[config.mk]
export PLATFORM = sky130hd
export DESIGN_NAME = manual_drive_ctrl
export DESIGN_NICKNAME = d
export VERILOG_FILES = /design/src/rtl/manual_drive_ctrl.sv
export SDC_FILE = /design/constraint.sdc
export NUM_CORES = 1
export LEC_CHECK = 0
export BUFFER_PORTS_ARGS = -buffer_cell sky130_fd_sc_hd__buf_2
export CAP_MARGIN = 20
export CORE_ASPECT_RATIO = 1.75
export CORE_MARGIN = 1
export CORE_UTILIZATION = 55
export CTS_BUF_LIST = sky130_fd_sc_hd__clkbuf_16
export DETAILED_ROUTE_END_ITERATION = 8
export GPL_ROUTABILITY_DRIVEN = 0
export PLACE_DENSITY = 0.82
export SLEW_MARGIN = 20
export SYNTH_ARGS = -nofsm -noshare
export SYNTH_HDL_FRONTEND = slang
export SYNTH_SLANG_ARGS = --single-unit
[constraint.sdc]
create_clock -name clk -period 4.8 [get_ports clk]
set_input_delay 0.96 -clock clk [delete_from_list [all_inputs] [get_ports clk]]
set_output_delay 0.96 -clock clk [all_outputs]
set_load 0.02 [all_outputs]
[src/rtl/manual_drive_ctrl.sv]
// Manual-gearbox drive controller: engine start/stall FSM, speed ramp, direction and lights.
// Optional MANUAL_BLINK_EN makes the turn lights blink from a free-running counter.
module manual_drive_ctrl #(
    parameter int START_HOLD = 4,
    parameter int SPEED_W    = 4,
    parameter int ACCEL_DIV  = 2,
    parameter int BLINK_HALF = 8
) (
    input  logic               clk,
    input  logic               rst,
    input  logic               power,
    input  logic               clutch,
    input  logic               brake,
    input  logic               throttle,
    input  logic               rgs,
    input  logic               left,
    input  logic               right,
    output logic [1:0]         state,
    output logic [3:0]         moving_state,
    output logic               stall,
    output logic [SPEED_W-1:0] speed,
    output logic               turn_left_light,
    output logic               turn_right_light,
    output logic [2:0]         state_light,
    output logic [3:0]         moving_light
);

    localparam logic [1:0] ST_OFF    = 2'b11;
    localparam logic [1:0] ST_NSTART = 2'b00;
    localparam logic [1:0] ST_START  = 2'b01;
    localparam logic [1:0] ST_MOVING = 2'b10;

    localparam logic [3:0] MV_NONE  = 4'b0000;
    localparam logic [3:0] MV_FWD   = 4'b0001;
    localparam logic [3:0] MV_BACK  = 4'b0010;
    localparam logic [3:0] MV_LEFT  = 4'b0100;
    localparam logic [3:0] MV_RIGHT = 4'b1000;

    localparam int HOLD_W = $clog2(START_HOLD + 1);
    localparam int DIV_W  = $clog2(ACCEL_DIV + 1);
    localparam logic [HOLD_W-1:0]  HOLD_LAST = HOLD_W'(START_HOLD - 1);
    localparam logic [DIV_W-1:0]   DIV_LAST  = DIV_W'(ACCEL_DIV - 1);
    localparam logic [SPEED_W-1:0] SPEED_MAX = '1;

    generate
        if (START_HOLD < 1 || ACCEL_DIV < 1 || BLINK_HALF < 1 || SPEED_W < 1) begin : g_bad_param
            $error("manual_drive_ctrl: parameters must all be >= 1");
        end
    endgenerate

    logic [1:0]         state_reg, state_next;
    logic               power_q_reg;
    logic [HOLD_W-1:0]  hold_cnt_reg, hold_cnt_next;
    logic [DIV_W-1:0]   div_cnt_reg, div_cnt_next;
    logic [SPEED_W-1:0] speed_reg, speed_next;
    logic [3:0]         moving_state_reg, moving_state_next;
    logic               stall_reg, stall_next;
    logic               left_light_reg, right_light_reg;
    logic               left_light_next, right_light_next;
    logic [2:0]         state_light_reg, state_light_next;
    logic [3:0]         dir_req, dir_sel;
    logic               want_left, want_right;
    logic               blink_on;

    // Requested direction, then the BACK<->forward-family swap lock while still rolling.
    always_comb begin
        if (rgs)                dir_req = MV_BACK;
        else if (left && !right) dir_req = MV_LEFT;
        else if (right && !left) dir_req = MV_RIGHT;
        else                    dir_req = MV_FWD;

        dir_sel = dir_req;
        if (moving_state_reg != MV_NONE && speed_reg != '0 &&
            ((dir_req == MV_BACK) != (moving_state_reg == MV_BACK)))
            dir_sel = moving_state_reg;
    end

    always_comb begin
        state_next    = state_reg;
        hold_cnt_next = '0;
        div_cnt_next  = '0;
        speed_next    = speed_reg;
        stall_next    = 1'b0;

        case (state_reg)
            ST_OFF: begin
                if (power && !power_q_reg)
                    state_next = ST_NSTART;
            end
            ST_NSTART: begin
                if (brake) begin
                    hold_cnt_next = '0;
                end else if (throttle && !clutch) begin
                    stall_next = 1'b1;
                    state_next = ST_OFF;
                end else if (throttle && clutch && !rgs) begin
                    if (hold_cnt_reg == HOLD_LAST)
                        state_next = ST_START;
                    else
                        hold_cnt_next = hold_cnt_reg + 1'b1;
                end
            end
            ST_START: begin
                if (brake) begin
                    state_next = ST_NSTART;
                end else if (throttle && !clutch) begin
                    state_next = ST_MOVING;
                end else if (div_cnt_reg == DIV_LAST) begin
                    if (speed_reg != '0)
                        speed_next = speed_reg - 1'b1;
                end else begin
                    div_cnt_next = div_cnt_reg + 1'b1;
                end
            end
            default: begin
                if (rgs && !clutch) begin
                    stall_next = 1'b1;
                    state_next = ST_OFF;
                end else if (brake) begin
                    state_next = ST_NSTART;
                end else if (!throttle) begin
                    state_next = ST_START;
                end else if (div_cnt_reg == DIV_LAST) begin
                    if (speed_reg != SPEED_MAX)
                        speed_next = speed_reg + 1'b1;
                end else begin
                    div_cnt_next = div_cnt_reg + 1'b1;
                end
            end
        endcase

        if (!power) begin
            state_next    = ST_OFF;
            stall_next    = 1'b0;
            hold_cnt_next = '0;
            div_cnt_next  = '0;
        end

        if (state_next == ST_OFF || state_next == ST_NSTART)
            speed_next = '0;
    end

    always_comb begin
        moving_state_next = MV_NONE;
        want_left         = 1'b0;
        want_right        = 1'b0;
        state_light_next  = 3'b000;
        case (state_next)
            ST_MOVING: begin
                moving_state_next = dir_sel;
                state_light_next  = 3'b100;
            end
            ST_START: begin
                // The last direction is kept visible while the car is still coasting.
                if (speed_next != '0)
                    moving_state_next = moving_state_reg;
                state_light_next = 3'b010;
            end
            ST_NSTART: begin
                want_left        = 1'b1;
                want_right       = 1'b1;
                state_light_next = 3'b001;
            end
            default: ;
        endcase
        if ((state_next == ST_START || state_next == ST_MOVING) && moving_state_next != MV_BACK) begin
            want_left  = left;
            want_right = right;
        end
        left_light_next  = want_left && blink_on;
        right_light_next = want_right && blink_on;
    end

`ifdef MANUAL_BLINK_EN
    localparam int BLINK_W = $clog2(BLINK_HALF + 1);
    localparam logic [BLINK_W-1:0] BLINK_LAST = BLINK_W'(BLINK_HALF - 1);

    logic [BLINK_W-1:0] blink_cnt_reg;
    logic               blink_phase_reg;
    logic               blink_phase_next;

    always_comb begin
        blink_phase_next = blink_phase_reg;
        if (blink_cnt_reg == BLINK_LAST)
            blink_phase_next = !blink_phase_reg;
    end
    assign blink_on = blink_phase_next;

    always_ff @(posedge clk or posedge rst) begin
        if (rst) begin
            blink_cnt_reg   <= '0;
            blink_phase_reg <= 1'b1;
        end else begin
            blink_phase_reg <= blink_phase_next;
            blink_cnt_reg   <= (blink_cnt_reg == BLINK_LAST) ? '0 : blink_cnt_reg + 1'b1;
        end
    end
`else
    assign blink_on = 1'b1;
`endif

    always_ff @(posedge clk or posedge rst) begin
        if (rst) begin
            state_reg        <= ST_OFF;
            power_q_reg      <= 1'b1;
            hold_cnt_reg     <= '0;
            div_cnt_reg      <= '0;
            speed_reg        <= '0;
            moving_state_reg <= MV_NONE;
            stall_reg        <= 1'b0;
            left_light_reg   <= 1'b0;
            right_light_reg  <= 1'b0;
            state_light_reg  <= 3'b000;
        end else begin
            state_reg        <= state_next;
            power_q_reg      <= power;
            hold_cnt_reg     <= hold_cnt_next;
            div_cnt_reg      <= div_cnt_next;
            speed_reg        <= speed_next;
            moving_state_reg <= moving_state_next;
            stall_reg        <= stall_next;
            left_light_reg   <= left_light_next;
            right_light_reg  <= right_light_next;
            state_light_reg  <= state_light_next;
        end
    end

    assign state            = state_reg;
    assign moving_state     = moving_state_reg;
    assign moving_light     = moving_state_reg;
    assign stall            = stall_reg;
    assign speed            = speed_reg;
    assign turn_left_light  = left_light_reg;
    assign turn_right_light = right_light_reg;
    assign state_light      = state_light_reg;

endmodule
==> results_dict.tcl, run 1 <==
set metrics [dict create \
    status "completed" \
    yosysTopAreaCellShare 0.2930 \
    holdBufCountCts 0 \
    die_area_sq_um 3180 \
    syn_area_sq_um 1623 \
    worstHoldPathCells 1 \
    cpMostUsedCell "nor2_1" \
    grt_usage 0.2471 \
    fp-row-count 25 \
    first_iter_violations 40 \
    cts.clk_slew.worst_paths_ns 0.06 \
    routed_wl_mm 3.595 \
    postPlaceCellArea_sq_um 1655 \
    crit_path_top_delay_cell "or4b_4" \
    io_pins 29 \
    synth_xor_area_frac 0.005397 \
    worstPathCellList "buf_2, nor2b_1, nor2_1, nand2_1, a21oi_1, nor2_1, a211oi_1, a211o_1, ha_1, inv_1, o211a_1, or4b_4, a31o_1, a21o_1, mux2_1" \
    worstPathRequired_ns 4.93 \
    r2r_start "state[1]$_DFF_PP1_" \
    antenna_found_initial 0 \
    synth-adder-area-share 0.1002 \
    wl_per_cell_um 16.80 \
    root_buffer "clkbuf_16" \
    die_y_um 73.86 \
    grt_overflow 0 \
    final_nets 210 \
    synth_compound_area_frac 0.1681 \
    drive_above_1_share 0.2513 \
    grt_max_degree 23 \
    clock_sinks 22 \
    crit_fanout 8 \
    io_buffer_count 28 \
    initial_core_util 0.5895 \
    post-cts-setup-buffers 0 \
    yosysUniqueCellTypes 55 \
    p_leak_nw 0.9028 \
    synth-edff-count 0 \
    fmax_mhz 242.1 \
    ys_ff_latch 22 \
    hold_viol 0 \
    setup_tns_ns 0 \
    crit_path_end_kind "flip-flop" \
    yosysTopAreaCell "dfrtp_1" \
    r2r-end "turn_right_light$_DFF_PP0_" \
    async_reset_ff_frac 1.000 \
    startpoint_type "input pin" \
    syn_inst 167 \
    rsz0062_at_grt "false" \
    period_needed_ns 4.130 \
    vdd_drop_max_mv 0.4016 \
    syn_nets 189 \
    drv_cap 0 \
    worst-r2r-cell-count 15 \
    crit_arrival_ns 4.26 \
    ys_top_cells_by_area "dfrtp_1, ha_1, dfstp_2, inv_1, clkbuf_8" \
    skew_ns 0.002339 \
    setup_viol 0 \
    holdWs_ns 0.4525 \
    n_antenna_cell 0 \
    hold_path.class "flip-flop to flip-flop" \
    synth-simple-area-share 0.2113 \
    vias_per_cell 6.308 \
    cts_buffer_depth 2 \
    cp_slowest_stage_delay_ns 0.53 \
    grt_pass1_wl_mm 6.023 \
    clock_latency_ns 0.25 \
    maxSlewHeadroom 0.4496 \
    drc_errors 0 \
    powerDensity_nw_per_um2 518.6 \
    hold_path.startpoint "div_cnt_reg[0]$_DFF_PP0_" \
    tightest_slew_ns 0.8246 \
    yosysWarnings 0 \
    min_to "div_cnt_reg[0]$_DFF_PP0_" \
    critPathKind "input pin to flip-flop" \
    finalCritPeriodShare 0.8604 \
    slew_violations 0 \
    core_sq_um 2753 \
    synth_ff_type "dfrtp_1" \
    syn_avg_cell_area_sq_um 9.717 \
    rrSetupSlack_ns 0.97 \
    synth_top_family_by_area "simple AND/OR/NAND/NOR gates" \
    cts_tree "built" \
    yosysSeqAreaShare 0.3416 \
    synthMuxAreaShare 0.04472 \
    ant_nets 0 \
    hpwl_mm 2.722 \
    drtPass1Iterations 4 \
    die_w_um 43.06 \
    cts_buffers 3 \
    cts_resized 0 \
    num_vias 1350 \
    area_growth_pct 8.481 \
    grt_pass1_vias 1387 \
    cts_max_level 1 \
    final_util 0.6395 \
    final_area_sq_um 1760 \
]
placed cells by master, fill, tap and decap left out, drive strengths merged, types with 2 or more instances in the layout:
cell type | synthesis | final
o211a | 2 | 2
mux2i | 5 | 5
nand2b | 2 | 2
nor4 | 2 | 2
dfstp | 3 | 3
a22oi | 3 | 3
buf | 7 | 28
inv | 18 | 18
or3 | 3 | 3
and2 | 4 | 4
and3 | 2 | 2
or4b | 2 | 2
clkbuf | 4 | 3
ha | 13 | 13
nor3b | 3 | 3
nor2 | 6 | 6
nand2 | 12 | 12
nor3 | 7 | 7
nor2b | 5 | 5
a211oi | 2 | 2
o41ai | 2 | 2
o21ai | 4 | 4
a21oi | 7 | 7
nand3 | 4 | 4
mux2 | 2 | 2
o221ai | 2 | 2
dfrtp | 19 | 19
nor4b | 2 | 2
kinds of logic after synthesis:
| logic type | Yosys count |
|---|---|
| flip-flops | 22 |
| XOR/XNOR | 1 |
| buffers and inverters | 30 |
| adder cells (fa/ha/maj) | 13 |
| AND/OR/NAND/NOR | 58 |
| AO/OA/AOI/OAI | 36 |
| multiplexers | 7 |
synth_stat cells (3+ instances only):
| cell | n |
|---|---|
| inv_1 | 18 |
| nand2_1 | 12 |
| o21ai_0 | 4 |
| clkbuf_8 | 4 |
| mux2i_1 | 5 |
| dfstp_2 | 3 |
| nand3_1 | 4 |
| nor3b_1 | 3 |
| buf_4 | 5 |
| a21oi_1 | 7 |
| dfrtp_1 | 19 |
| ha_1 | 13 |
| nor3_1 | 7 |
| and2_2 | 3 |
| a22oi_1 | 3 |
| nor2b_1 | 5 |
| nor2_1 | 6 |
critical path: cells and delay by family:
kind	cells	cell delay [ns]
adder cells (fa/ha/maj)	1	0.44
AND/OR/NAND/NOR	5	1.29
multiplexers	1	0.31
buffers and inverters	2	0.22
AO/OA/AOI/OAI	6	1.04
worst max-delay path by stage:
stage	endpoint	cells past startpoint	slack [ns]	start
2_1_floorplan	turn_left_light$_DFF_PP0_	17	0.83	brake
3_3_place_gp	turn_left_light$_DFF_PP0_	15	0.58	throttle
3_5_place_dp	turn_right_light$_DFF_PP0_	15	0.45	throttle
4_1_cts	turn_right_light$_DFF_PP0_	15	0.71	throttle
5_1_grt	turn_right_light$_DFF_PP0_	15	0.41	throttle
6_report	turn_right_light$_DFF_PP0_	15	0.67	throttle
power by group:
group | internal [mW] | switching [mW]
clock network | 0.165 | 0.0638
logic | 0.161 | 0.256
registers | 0.226 | 0.0412
total | 0.552 | 0.361
layout make-up:
type	count	area, sq um
clock inverters	1	30.03
flip-flops and latches	22	554.3
inverters	18	67.56
multi-input cells	115	859.6
fillers	222	992.2
repair buffers	28	140.1
well taps	27	33.78
clock buffers	3	75.07
stage by stage:
step | power [mW] | std cells | worst slack, ns
global route | 0.9649 | 214 | 0.4092
detailed placement | 0.6748 | 210 | 0.4545
CTS | 0.9120 | 214 | 0.7092
finish | 0.9129 | 214 | 0.6700
floorplan | 0.6284 | 167 | 0.8299
global placement | 0.6608 | 210 | 0.5758
metal layers:
metal  up-vias  share of wire  global-route usage
met2        51           0.54              0.4478
met3        19          0.040             0.03194
met4         0          0.050              0.1549
met5         -              0                   0
met1       648           0.37              0.2618
li1        632              -                   -
No activity file was read; power rests on OpenSTA's default activity.
==> run 2: changes to the inputs <==
- CTS_BUF_LIST: sky130_fd_sc_hd__clkbuf_16 -> default
- GPL_ROUTABILITY_DRIVEN: 0 -> default
==> run 2 against run 1 <==
Final cell count stayed put. Core utilization is 1.2 points lower. Combinational power is 1% lower. Sequential share of layout area is 0.62 points higher. Via count is 0.74% higher. Critical path depth stayed put. Power is 6.3% lower. Design area is 1.9% lower. Count of clock-buffer cells in the layout stayed put. Highest routed layer unchanged.
==> results_dict.tcl, run 2 (synthesized netlist as in run 1, its figures left out) <==
set metrics [dict create \
    num_vias 1360 \
    grt_max_degree 23 \
    cp_slowest_stage_delay_ns 0.53 \
    cpMostUsedCell "nor2_1" \
    final_area_sq_um 1727 \
    p_sw_mw 0.3578 \
    seqPwrFrac 0.313 \
    crit_path_end_kind "flip-flop" \
    crit_arrival_ns 4.26 \
    drive_above_1_share 0.2513 \
    area_growth_pct 6.400 \
    grt_overflow 0 \
    status "completed" \
    first_iter_violations 39 \
    setup_viol 0 \
    worstPathCellList "buf_2, nor2b_1, nor2_1, nand2_1, a21oi_1, nor2_1, a211oi_1, a211o_1, ha_1, inv_1, o211a_1, or4b_4, a31o_1, a21o_1, mux2_1" \
    cts_resized 0 \
    crit_fanout 8 \
    die_w_um 43.06 \
    tightest_slew_ns 0.8206 \
    rsz0062_at_grt "false" \
    routed_wl_mm 3.575 \
    cts.clk_slew.worst_paths_ns 0.08 \
    grt_pass1_vias 1347 \
    clock_sinks 22 \
    drtPass1Iterations 4 \
    holdWs_ns 0.4529 \
    period_needed_ns 4.104 \
    p_comb_frac 0.483 \
    switching_share 0.4185 \
    p_leak_nw 0.8874 \
    cts_max_level 1 \
    n_antenna_cell 0 \
    postPlaceCellArea_sq_um 1655 \
    die_area_sq_um 3180 \
    clock_latency_ns 0.27 \
    fin_cells 214 \
    drv_cap 0 \
    drc_errors 0 \
    internal_power_mw 0.4973 \
    crit_path_top_delay_cell "or4b_4" \
    io_buffer_count 28 \
    setup_tns_ns 0 \
    grt_usage 0.2380 \
    final_cell_mix "buf_2, dfrtp_1, inv_1, ha_1, nand2_1" \
    skew_ns 0.003683 \
    startpoint_type "input pin" \
    cts_tree "built" \
    layout_commonest_cell "buf_2" \
    core_sq_um 2753 \
    vdd_drop_max_mv 0.3405 \
    clkPwrFrac 0.204 \
    powerDensity_nw_per_um2 495.3 \
    cts_buffer_depth 2 \
    finalCritPeriodShare 0.8551 \
    holdBufCountCts 0 \
    root_buffer "clkbuf_8" \
    io_pins 29 \
    critPathKind "input pin to flip-flop" \
    die_y_um 73.86 \
    grt_pass1_wl_mm 5.775 \
    initial_core_util 0.5895 \
    cts_buffers 3 \
    ant_nets 0 \
    maxSlewHeadroom 0.4523 \
    fmax_mhz 243.6 \
    fp-row-count 25 \
    wl_per_cell_um 16.71 \
    hpwl_mm 2.722 \
    slew_violations 0 \
    hold_path.class "flip-flop to flip-flop" \
    vias_per_cell 6.355 \
    worstPathRequired_ns 4.96 \
    dp.cells 210 \
    antenna_found_initial 0 \
    hold_viol 0 \
    post-cts-setup-buffers 0 \
    final_nets 210 \
    routabilityCongestion 0.8852 \
]
==> run 2: cell counts in the layout (fill, tap and decap cells not counted) <==
Identical to the previous run, type by type.
==> run 2: worst paths after layout <==
check | start | slack, ns | end | cells past startpoint
worst max-delay path | throttle | 0.70 | turn_left_light$_DFF_PP0_ | 15
worst min register to register | hold_cnt_reg[0]$_DFF_PP0_ | 0.45 | hold_cnt_reg[0]$_DFF_PP0_ | 1
worst max register to register | state[1]$_DFF_PP1_ | 0.99 | turn_left_light$_DFF_PP0_ | 15
worst min-delay path | hold_cnt_reg[0]$_DFF_PP0_ | 0.45 | hold_cnt_reg[0]$_DFF_PP0_ | 1
max in group asynchronous | rst | 3.45 | div_cnt_reg[0]$_DFF_PP0_ | 2
min in group asynchronous | rst | 0.84 | turn_left_light$_DFF_PP0_ | 2
==> run 2: stage by stage <==
step / total power, mW / util / setup slack, ns
after floorplan: 0.6284 / - / 0.8299
after global placement: 0.6608 / 0.6014 / 0.5758
after detailed placement: 0.6748 / 0.6014 / 0.4545
after CTS: 0.8546 / 0.6273 / 0.7188
after global routing: 0.9012 / 0.6273 / 0.4393
final: 0.8551 / 0.6273 / 0.6956
==> run 2: metal layers <==
metal  global-route usage  vias up  part of all wire
met1               0.2476      654              0.37
met2               0.4158       52              0.53
met5                    0        -                 0
met3              0.04423       22             0.043
met4               0.1717        0             0.055
li1                     -      632                 -
==> run 2: area by class of cell <==
type / instances / area [sq um]
clock inverters: 1 / 30.03
multi-input cells: 115 / 859.6
flip-flops and latches: 22 / 554.3
fillers: 228 / 1026
well taps: 27 / 33.78
clock buffers: 3 / 41.29
repair buffers: 28 / 140.1
inverters: 18 / 67.56
==> run 2: critical path: cells and delay by family <==
kind / cells / cell delay [ns]
AOI/OAI and AO/OA: 6 / 1.03
adders and majority gates: 1 / 0.44
buffers and inverters: 2 / 0.22
muxes: 1 / 0.32
and+or+nand+nor: 5 / 1.29
==> run 2: power groups by stage <==
| stage | registers (mW) | clock network, mW | logic [mW] |
|---|---|---|---|
| after global routing | 0.272 | 0.180 | 0.450 |
| after CTS | 0.266 | 0.177 | 0.411 |
| final | 0.268 | 0.175 | 0.413 |
| after detailed placement | 0.268 | 0 | 0.407 |
| after floorplan | 0.303 | 0 | 0.325 |
| after global placement | 0.267 | 0 | 0.394 |
